<file path="src/rtl/spy_playback_sequencer_pkg.sv">
// ---------------------------------------------------------------------------
// spy_playback_sequencer_pkg
// Shared protocol definitions for the spy playback sequencer:
//   - playback mode encodings driven to the spy buffer
//   - host command opcodes
//   - sequencer FSM state encoding
//   - isPlayOp helper used when decoding commands
// ---------------------------------------------------------------------------
package spy_playback_sequencer_pkg;

    typedef enum logic [1:0] {
        NO_PLAYBACK    = 2'b00,
        PLAYBACK_ONCE  = 2'b01,
        PLAYBACK_LOOP  = 2'b10,
        PLAYBACK_WRITE = 2'b11
    } playbackMode_t;

    typedef enum logic [1:0] {
        CMD_STOP      = 2'b00,
        CMD_LOAD      = 2'b01,
        CMD_PLAY_ONCE = 2'b10,
        CMD_PLAY_LOOP = 2'b11
    } cmdOp_t;

    typedef enum logic [2:0] {
        ST_IDLE      = 3'd0,
        ST_LOAD      = 3'd1,
        ST_SETTLE    = 3'd2,
        ST_PLAY_ONCE = 3'd3,
        ST_PLAY_LOOP = 3'd4
    } seqState_t;

    function automatic logic isPlayOp(input cmdOp_t op);
        return (op == CMD_PLAY_ONCE) || (op == CMD_PLAY_LOOP);
    endfunction

endpackage

</file>
<file path="src/rtl/spy_playback_sequencer_if.sv">
// ---------------------------------------------------------------------------
// spy_playback_sequencer_if
// Host-side bus of the sequencer: command handshake plus load-word stream.
//   cmd_valid/cmd_ready   command handshake (host -> sequencer)
//   cmd_op                opcode (STOP/LOAD/PLAY_ONCE/PLAY_LOOP)
//   cmd_len               LOAD word count, 1..2**MEMWIDTH
//   load_valid/load_ready load-word handshake
//   load_data             load word, DATAWIDTH payload + metadata bit
// master = host, slave = sequencer.
// ---------------------------------------------------------------------------
interface spy_playback_sequencer_if #(
    parameter int DATAWIDTH = 64,
    parameter int MEMWIDTH  = 6
) ();

    logic                 cmd_valid;
    logic                 cmd_ready;
    logic [1:0]           cmd_op;
    logic [MEMWIDTH:0]    cmd_len;
    logic                 load_valid;
    logic                 load_ready;
    logic [DATAWIDTH:0]   load_data;

    modport master (
        output cmd_valid, cmd_op, cmd_len, load_valid, load_data,
        input  cmd_ready, load_ready
    );

    modport slave (
        input  cmd_valid, cmd_op, cmd_len, load_valid, load_data,
        output cmd_ready, load_ready
    );

endinterface

</file>
<file path="src/rtl/spy_playback_sequencer.sv">
// ---------------------------------------------------------------------------
// spy_playback_sequencer
// Command-driven controller that loads a block of words into spy memory and
// then plays it back once or in a loop, counting words delivered to the FIFO.
// Ports:
//   clock, reset          sole clock, synchronous active-high reset
//   bus (slave)           command + load-word handshakes
//   playback_enable       one pulse per word the playback controller emits
//   playback              2-bit mode to the spy buffer
//   ram_write_enable_ext  spy memory write strobe
//   ram_write_data_ext    spy memory write word
//   busy                  high whenever not IDLE
//   done                  one-cycle pulse when LOAD or PLAY_ONCE completes
//   cmd_error             one-cycle pulse when a command is rejected
//   loop_count            completed PLAY_LOOP passes, saturating
// All outputs are registered except cmd_ready/load_ready (state decodes).
// ---------------------------------------------------------------------------
module spy_playback_sequencer
    import spy_playback_sequencer_pkg::*;
#(
    parameter int DATAWIDTH     = 64,
    parameter int MEMWIDTH      = 6,
    parameter int SETTLE_CYCLES = 2
) (
    input  logic                    clock,
    input  logic                    reset,
    spy_playback_sequencer_if.slave bus,
    input  logic                    playback_enable,
    output logic [1:0]              playback,
    output logic                    ram_write_enable_ext,
    output logic [DATAWIDTH:0]      ram_write_data_ext,
    output logic                    busy,
    output logic                    done,
    output logic                    cmd_error,
    output logic [15:0]             loop_count
);

    localparam logic [MEMWIDTH:0] MAX_LEN     = {1'b1, {MEMWIDTH{1'b0}}};
    localparam logic [MEMWIDTH:0] ONE         = {{MEMWIDTH{1'b0}}, 1'b1};
    localparam logic [3:0]        SETTLE_LAST = 4'(SETTLE_CYCLES - 1);

    seqState_t          r_state;
    seqState_t          w_nextState;
    logic               r_loaded;
    logic [MEMWIDTH:0]  r_lenReg;
    logic [MEMWIDTH:0]  r_wordCnt;
    logic [3:0]         r_settleCnt;
    logic               r_nextPlayLoop;
    logic [15:0]        r_loopCount;
    logic [1:0]         r_playback;
    logic               r_ramWe;
    logic [DATAWIDTH:0] r_ramWd;
    logic               r_busy;
    logic               r_done;
    logic               r_cmdError;

    cmdOp_t             w_op;
    logic               w_cmdReady;
    logic               w_cmdFire;
    logic               w_stop;
    logic               w_lenOk;
    logic               w_acceptLoad;
    logic               w_acceptPlay;
    logic               w_cmdReject;
    logic [MEMWIDTH:0]  w_wordCntInc;
    logic               w_lastWord;
    logic               w_loadBeat;
    logic               w_playBeat;
    logic               w_loadDone;
    logic               w_playDone;
    logic               w_loadedNext;
    logic [1:0]         w_playbackNext;

    // Commands are held off only while SETTLE forces the read address home,
    // so STOP can never interrupt that window.
    assign w_cmdReady     = (r_state != ST_SETTLE);
    assign bus.cmd_ready  = w_cmdReady;
    assign bus.load_ready = (r_state == ST_LOAD);

    assign w_op         = cmdOp_t'(bus.cmd_op);
    assign w_cmdFire    = bus.cmd_valid && w_cmdReady;
    assign w_stop       = w_cmdFire && (w_op == CMD_STOP);
    assign w_lenOk      = (bus.cmd_len != '0) && (bus.cmd_len <= MAX_LEN);
    assign w_acceptLoad = w_cmdFire && (r_state == ST_IDLE) && (w_op == CMD_LOAD) && w_lenOk;
    assign w_acceptPlay = w_cmdFire && (r_state == ST_IDLE) && isPlayOp(w_op) && r_loaded;
    // Anything that is neither STOP nor an accepted LOAD/PLAY is an error,
    // which also covers LOAD/PLAY arriving outside IDLE.
    assign w_cmdReject  = w_cmdFire && (w_op != CMD_STOP) && !w_acceptLoad && !w_acceptPlay;

    // STOP wins over a coincident load beat or playback pulse.
    assign w_wordCntInc = r_wordCnt + ONE;
    assign w_lastWord   = (w_wordCntInc == r_lenReg);
    assign w_loadBeat   = (r_state == ST_LOAD) && bus.load_valid && !w_stop;
    assign w_playBeat   = playback_enable && !w_stop &&
                          ((r_state == ST_PLAY_ONCE) || (r_state == ST_PLAY_LOOP));
    assign w_loadDone   = w_loadBeat && w_lastWord;
    assign w_playDone   = w_playBeat && (r_state == ST_PLAY_ONCE) && w_lastWord;

    // State register.
    always_ff @(posedge clock) begin
        if (reset) begin
            r_state <= ST_IDLE;
        end else begin
            r_state <= w_nextState;
        end
    end

    // Next-state decode; STOP returns to IDLE from any state that accepts it.
    always_comb begin
        w_nextState = r_state;
        if (w_stop) begin
            w_nextState = ST_IDLE;
        end else begin
            case (r_state)
                ST_IDLE: begin
                    if (w_acceptLoad) begin
                        w_nextState = ST_LOAD;
                    end else if (w_acceptPlay) begin
                        w_nextState = ST_SETTLE;
                    end
                end
                ST_LOAD: begin
                    if (w_loadDone) begin
                        w_nextState = ST_IDLE;
                    end
                end
                ST_SETTLE: begin
                    if (r_settleCnt == SETTLE_LAST) begin
                        w_nextState = r_nextPlayLoop ? ST_PLAY_LOOP : ST_PLAY_ONCE;
                    end
                end
                ST_PLAY_ONCE: begin
                    if (w_playDone) begin
                        w_nextState = ST_IDLE;
                    end
                end
                ST_PLAY_LOOP: begin
                    w_nextState = ST_PLAY_LOOP;
                end
                default: begin
                    w_nextState = ST_IDLE;
                end
            endcase
        end
    end

    // Output decode: next values of the loaded flag and playback mode. IDLE
    // with data loaded keeps PLAYBACK_WRITE so spy-decision writes cannot
    // overwrite the loaded block.
    always_comb begin
        w_loadedNext = r_loaded;
        if (w_stop || w_acceptLoad) begin
            w_loadedNext = 1'b0;
        end else if (w_loadDone) begin
            w_loadedNext = 1'b1;
        end
        case (w_nextState)
            ST_IDLE:      w_playbackNext = w_loadedNext ? PLAYBACK_WRITE : NO_PLAYBACK;
            ST_PLAY_ONCE: w_playbackNext = PLAYBACK_ONCE;
            ST_PLAY_LOOP: w_playbackNext = PLAYBACK_LOOP;
            default:      w_playbackNext = PLAYBACK_WRITE;
        endcase
    end

    // Registered outputs, counters and command bookkeeping.
    always_ff @(posedge clock) begin
        if (reset) begin
            r_loaded       <= 1'b0;
            r_lenReg       <= '0;
            r_wordCnt      <= '0;
            r_settleCnt    <= '0;
            r_nextPlayLoop <= 1'b0;
            r_loopCount    <= '0;
            r_playback     <= NO_PLAYBACK;
            r_ramWe        <= 1'b0;
            r_ramWd        <= '0;
            r_busy         <= 1'b0;
            r_done         <= 1'b0;
            r_cmdError     <= 1'b0;
        end else begin
            r_loaded   <= w_loadedNext;
            r_playback <= w_playbackNext;
            r_busy     <= (w_nextState != ST_IDLE);
            r_done     <= w_loadDone || w_playDone;
            r_cmdError <= w_cmdReject;
            r_ramWe    <= w_loadBeat;
            if (w_loadBeat) begin
                r_ramWd <= bus.load_data;
            end
            if (w_acceptLoad) begin
                r_lenReg  <= bus.cmd_len;
                r_wordCnt <= '0;
            end else if (w_acceptPlay) begin
                r_wordCnt      <= '0;
                r_loopCount    <= '0;
                r_settleCnt    <= '0;
                r_nextPlayLoop <= (w_op == CMD_PLAY_LOOP);
            end else if (w_loadBeat) begin
                r_wordCnt <= w_wordCntInc;
            end else if (w_playBeat) begin
                if ((r_state == ST_PLAY_LOOP) && w_lastWord) begin
                    r_wordCnt <= '0;
                    if (r_loopCount != 16'hFFFF) begin
                        r_loopCount <= r_loopCount + 16'd1;
                    end
                end else begin
                    r_wordCnt <= w_wordCntInc;
                end
            end
            if (r_state == ST_SETTLE) begin
                r_settleCnt <= r_settleCnt + 4'd1;
            end
        end
    end

    assign playback             = r_playback;
    assign ram_write_enable_ext = r_ramWe;
    assign ram_write_data_ext   = r_ramWd;
    assign busy                 = r_busy;
    assign done                 = r_done;
    assign cmd_error            = r_cmdError;
    assign loop_count           = r_loopCount;

endmodule

</file>
<file path="src/flat_wrapper.sv">
// flat-port wrapper written by rule: the top's interface ports become plain ports
module spy_playback_sequencer_flat import spy_playback_sequencer_pkg::*;
#(
    parameter int DATAWIDTH     = 64,
    parameter int MEMWIDTH      = 6,
    parameter int SETTLE_CYCLES = 2
)
  (clock, reset, playback_enable, playback, ram_write_enable_ext, ram_write_data_ext, busy, done, cmd_error, loop_count, bus_cmd_valid, bus_cmd_op, bus_cmd_len, bus_load_valid, bus_load_data, bus_cmd_ready, bus_load_ready);
  spy_playback_sequencer_if #(.DATAWIDTH(DATAWIDTH), .MEMWIDTH(MEMWIDTH)) bus_i ();
  input  logic clock;
  input  logic reset;
  input  logic playback_enable;
  output logic [1:0] playback;
  output logic ram_write_enable_ext;
  output logic [DATAWIDTH:0] ram_write_data_ext;
  output logic busy;
  output logic done;
  output logic cmd_error;
  output logic [15:0] loop_count;
  input wire logic [$bits(bus_i.cmd_valid)-1:0] bus_cmd_valid;
  input wire logic [$bits(bus_i.cmd_op)-1:0] bus_cmd_op;
  input wire logic [$bits(bus_i.cmd_len)-1:0] bus_cmd_len;
  input wire logic [$bits(bus_i.load_valid)-1:0] bus_load_valid;
  input wire logic [$bits(bus_i.load_data)-1:0] bus_load_data;
  output wire logic [$bits(bus_i.cmd_ready)-1:0] bus_cmd_ready;
  output wire logic [$bits(bus_i.load_ready)-1:0] bus_load_ready;
  assign bus_i.cmd_valid = bus_cmd_valid;
  assign bus_i.cmd_op = bus_cmd_op;
  assign bus_i.cmd_len = bus_cmd_len;
  assign bus_i.load_valid = bus_load_valid;
  assign bus_i.load_data = bus_load_data;
  assign bus_cmd_ready = bus_i.cmd_ready;
  assign bus_load_ready = bus_i.load_ready;
  spy_playback_sequencer #(.DATAWIDTH(DATAWIDTH), .MEMWIDTH(MEMWIDTH), .SETTLE_CYCLES(SETTLE_CYCLES)) u_core (.clock(clock), .reset(reset), .bus(bus_i), .playback_enable(playback_enable), .playback(playback), .ram_write_enable_ext(ram_write_enable_ext), .ram_write_data_ext(ram_write_data_ext), .busy(busy), .done(done), .cmd_error(cmd_error), .loop_count(loop_count));
endmodule
</file>
<file path="config.mk">
export PLATFORM = sky130hd
export DESIGN_NAME = spy_playback_sequencer_flat
export DESIGN_NICKNAME = d
export VERILOG_FILES = /design/src/rtl/spy_playback_sequencer_pkg.sv /design/src/rtl/spy_playback_sequencer_if.sv /design/src/rtl/spy_playback_sequencer.sv /design/src/flat_wrapper.sv
export SDC_FILE = /design/constraint.sdc
export NUM_CORES = 1
export LEC_CHECK = 0
export CAP_MARGIN = 10
export CORE_AREA = 10 10 118 120
export CTS_BUF_LIST = sky130_fd_sc_hd__clkbuf_8
export DETAILED_ROUTE_END_ITERATION = 10
export DIE_AREA = 0 0 128 130
export DONT_BUFFER_PORTS = 1
export HOLD_SLACK_MARGIN = 0.15
export PLACE_DENSITY_LB_ADDON = 0.05
export SYNTH_ARGS = -nofsm -noshare
export SYNTH_HDL_FRONTEND = slang
export SYNTH_SLANG_ARGS = --single-unit
</file>
<file path="constraint.sdc">
create_clock -name clock -period 2.6 [get_ports clock]
set_input_delay 0.26 -clock clock [delete_from_list [all_inputs] [get_ports clock]]
set_output_delay 0.26 -clock clock [all_outputs]
set_load 0.02 [all_outputs]
</file>
==> run_results.csv <==
group,metric,value,unit
floorplanning,core_area,11700,µm²
sta,timing.final.hold_violations,0,
pwr,p_leak,2.03,nW
detailed_routing,finalWirelength,13.2,mm
cells_and_area,syn2layout_area_growth,26.6,%
cells_and_area,fillers,1161,
worst_hold_path,whs_path_depth,3,
critical_path,critPathLaunchType,"flop",
pwr,ir_drop,0.248,mV
cells_and_area,seq_area,2200,µm²
synth,synth-simple-area-share,27.6,%
floorplanning,die_area,16600,µm²
pwr,power_density,516,nW/µm²
worst_hold_path,min_path_type,"input port to flop",
detailed_routing,vias_per_cell,5.11,
sta,slew_violations,0,
cells_and_area,fin_nets,723,
synth,ys_warn_count,0,
synth,syn_area_per_cell,8.03,µm²
cells_and_area,antenna_cells,0,
grt,track_usage,15.5,%
placed_design,dp_cells,698,
synth,synth-main-ff-cell,"dfxtp_1",
cells_and_area,final_cell_mix,"153 x nand2_1, 108 x dfxtp_1, 82 x a21oi_1",
sta,rsz0062_at_grt,"false",
cells_and_area,fin_util,49.3,%
outcome,outcome,"completed",
synth,ys_types,52,
critical_path,endpoint_kind,"flop",
synth,synth_area,4560,µm²
detailed_routing,dr_total_vias,4034,
sta,worst_pin_slew,592,ps
clock_network,insertion_delay,380,ps
cells_and_area,layout-drive-gt1-share,7.62,%
synth,synthMuxAreaShare,2.00,%
clock_network,clock_path_buffers,2,
critical_path,crit_fanout,66,
cells_and_area,fin_cells,790,
floorplanning,die_h,130,µm
detailed_routing,drc,0,
sta,fin_setup_tns,0,ps
clock_network,clkSinkCount,110,
synth,ys_ff_latch,110,
placed_design,dp_hpwl,8.92,mm
floorplanning,fp-row-count,40,
clock_network,root_buffer,"clkbuf_8",
floorplanning,pin_count,168,
floorplanning,fp.dieW,128,µm
placed_design,gp_congestion,0.790,
clock_network,cts_tree,"done",
critical_path,critPathKind,"flop to flop",
sta,period_needed,2400,ps
synth,synthAdderAreaFrac,1.10,%
synth,synth_edf_count,0,
critical_path,reg2reg_depth,9,
placed_design,post-place-ws,97.2,ps
sta,finalSetupViolCount,0,
sta,fin_skew,7.79,ps
critical_path,required,2930,ps
sta,slew_headroom,60.5,%
floorplanning,start_util,38.9,%
synth,ys_seq_area_share,48.3,%
sta,period_share,92.2,%
detailed_routing,wire_per_inst,16.7,µm
grt,grt_max_degree,87,
grt,antenna_found_initial,0,
critical_path,worstPathArrival,2730,ps
clock_network,cts_made_buffers,9,
detailed_routing,dr.pass1.iters,4,
run,cap_violations,0,
sta,layout_setup_ws,203,ps
placed_design,port_buffers,0,
grt,grt_overflow,0,
cells_and_area,final_common_cell,"nand2_1",
grt,grt_pass1_vias,3957,
grt,grt_pass1_wl,20.8,mm
synth,syn-num-nets,651,
synth,synth_compound_area_share,13.3,%
synth,syn_inst,568,
clock_network,cts.clk_slew.worst_paths,100,ps
synth,synth_xor_area_share,4.22,%
detailed_routing,ant_nets,0,
clock_network,htree_num_levels,3,
synth,synth_top_family_by_area,"simple AND/OR/NAND/NOR gates",
detailed_routing,drt-initial-drc-count,239,
sta,timing.fmax,417,MHz
synth,synthArstFlopShare,0,%
cells_and_area,multi_input_comb_area,2220,µm²
registers in the layout, indices dropped and copies added, names as in the netlist, 2 cells and up:
signal and flops:
u_core.ram_write_data_ext 65, u_core.playback 2, u_core.loop_count 16, u_core.r_lenReg 7
u_core.r_wordCnt 7, u_core.r_state 3, u_core.r_settleCnt 4
routing by layer:
metal	global-route usage, %	vias up	wire length, µm
met4	7.22	0	277
met5	0	-	0
met2	24.0	109	6350
met1	17.8	1859	5320
met3	7.38	18	1260
li1	-	2048	-
report_power, final:
group / total, W / internal [W] / switching (W)
clock network: 0.00103 / 0.000460 / 0.000575
logic: 0.000207 / 0.000114 / 0.0000929
registers: 0.00174 / 0.00170 / 0.0000348
cell usage after synthesis, types with 3 or more instances:
| master | instances | area, µm² |
|---|---|---|
| buf_2 | 3 | 15.0 |
| nor3_1 | 7 | 35.0 |
| nor2_1 | 47 | 176 |
| xor2_1 | 17 | 149 |
| and3_1 | 7 | 43.8 |
| nor2b_1 | 3 | 18.8 |
| dfxtp_1 | 110 | 2200 |
| mux2i_1 | 8 | 80.1 |
| clkbuf_1 | 27 | 101 |
| and2_1 | 4 | 25.0 |
| nand3_1 | 15 | 75.1 |
| or3_1 | 3 | 18.8 |
| a21oi_1 | 82 | 410 |
| inv_1 | 3 | 11.3 |
| nor3b_1 | 4 | 30.0 |
| o21ai_0 | 12 | 60.1 |
| nand4_1 | 10 | 62.6 |
| nand2_1 | 153 | 574 |
| xnor2_1 | 5 | 43.8 |
| nand3b_1 | 3 | 22.5 |
| a31oi_1 | 4 | 25.0 |
| nand2b_1 | 3 | 18.8 |
| ha_1 | 4 | 50.1 |
per-stage QoR:
stage	hold WS [ps]	cell area, µm²	power [W]
after detailed placement	339	4770	0.00186
after CTS	200	5750	0.00302
after global placement	338	4770	0.00186
after global routing	243	5770	0.00311
after floorplan	396	4560	0.00186
final	229	5770	0.00298
cells by family after synthesis:
group | count (synthesis)
xor gates and xnor gates | 22
adders and majority gates | 4
DFF | 110
muxes | 9
AOI/OAI and AO/OA | 111
and+or+nand+nor | 274
buffers and inverters | 38
final timing paths:
kind / slack (ps) / startpoint / to
min: 230 / bus_cmd_valid / u_core.r_state[2]
min reg2reg: 490 / u_core.r_nextPlayLoop / u_core.r_nextPlayLoop
max reg2reg: 200 / u_core.r_state[0] / u_core.ram_write_data_ext[13]
max: 200 / u_core.r_state[0] / u_core.ram_write_data_ext[13]
critical path, cell delays in order, from the launching register on:
cell and delay [ps]:
dfxtp_1 420, nor3b_4 250, inv_2 60, buf_4 180, nand2_1 130, and3_2 240
buf_12 260, nand2_1 90, a21oi_1 120, dlygate4sd3_1 560
layout make-up:
| cell class | instances | area share (%) |
|---|---|---|
| well taps | 147 | 3.19 |
| clock buffers | 10 | 2.38 |
| clock inverters | 4 | 0.867 |
| inverters | 4 | 0.260 |
| repair buffers | 95 | 16.6 |
| flip-flops and latches | 110 | 38.2 |
| multi-input cells | 420 | 38.5 |
what timing repair did:
action / 4_1_cts / 5_1_grt
setup endpoints to repair: 0 / 6
buffers inserted: 0 / 1
hold endpoints to repair: 87 / 0
resized for setup: 0 / 6
hold buffers: 77 / 0
(Power assumes the default switching activity.)
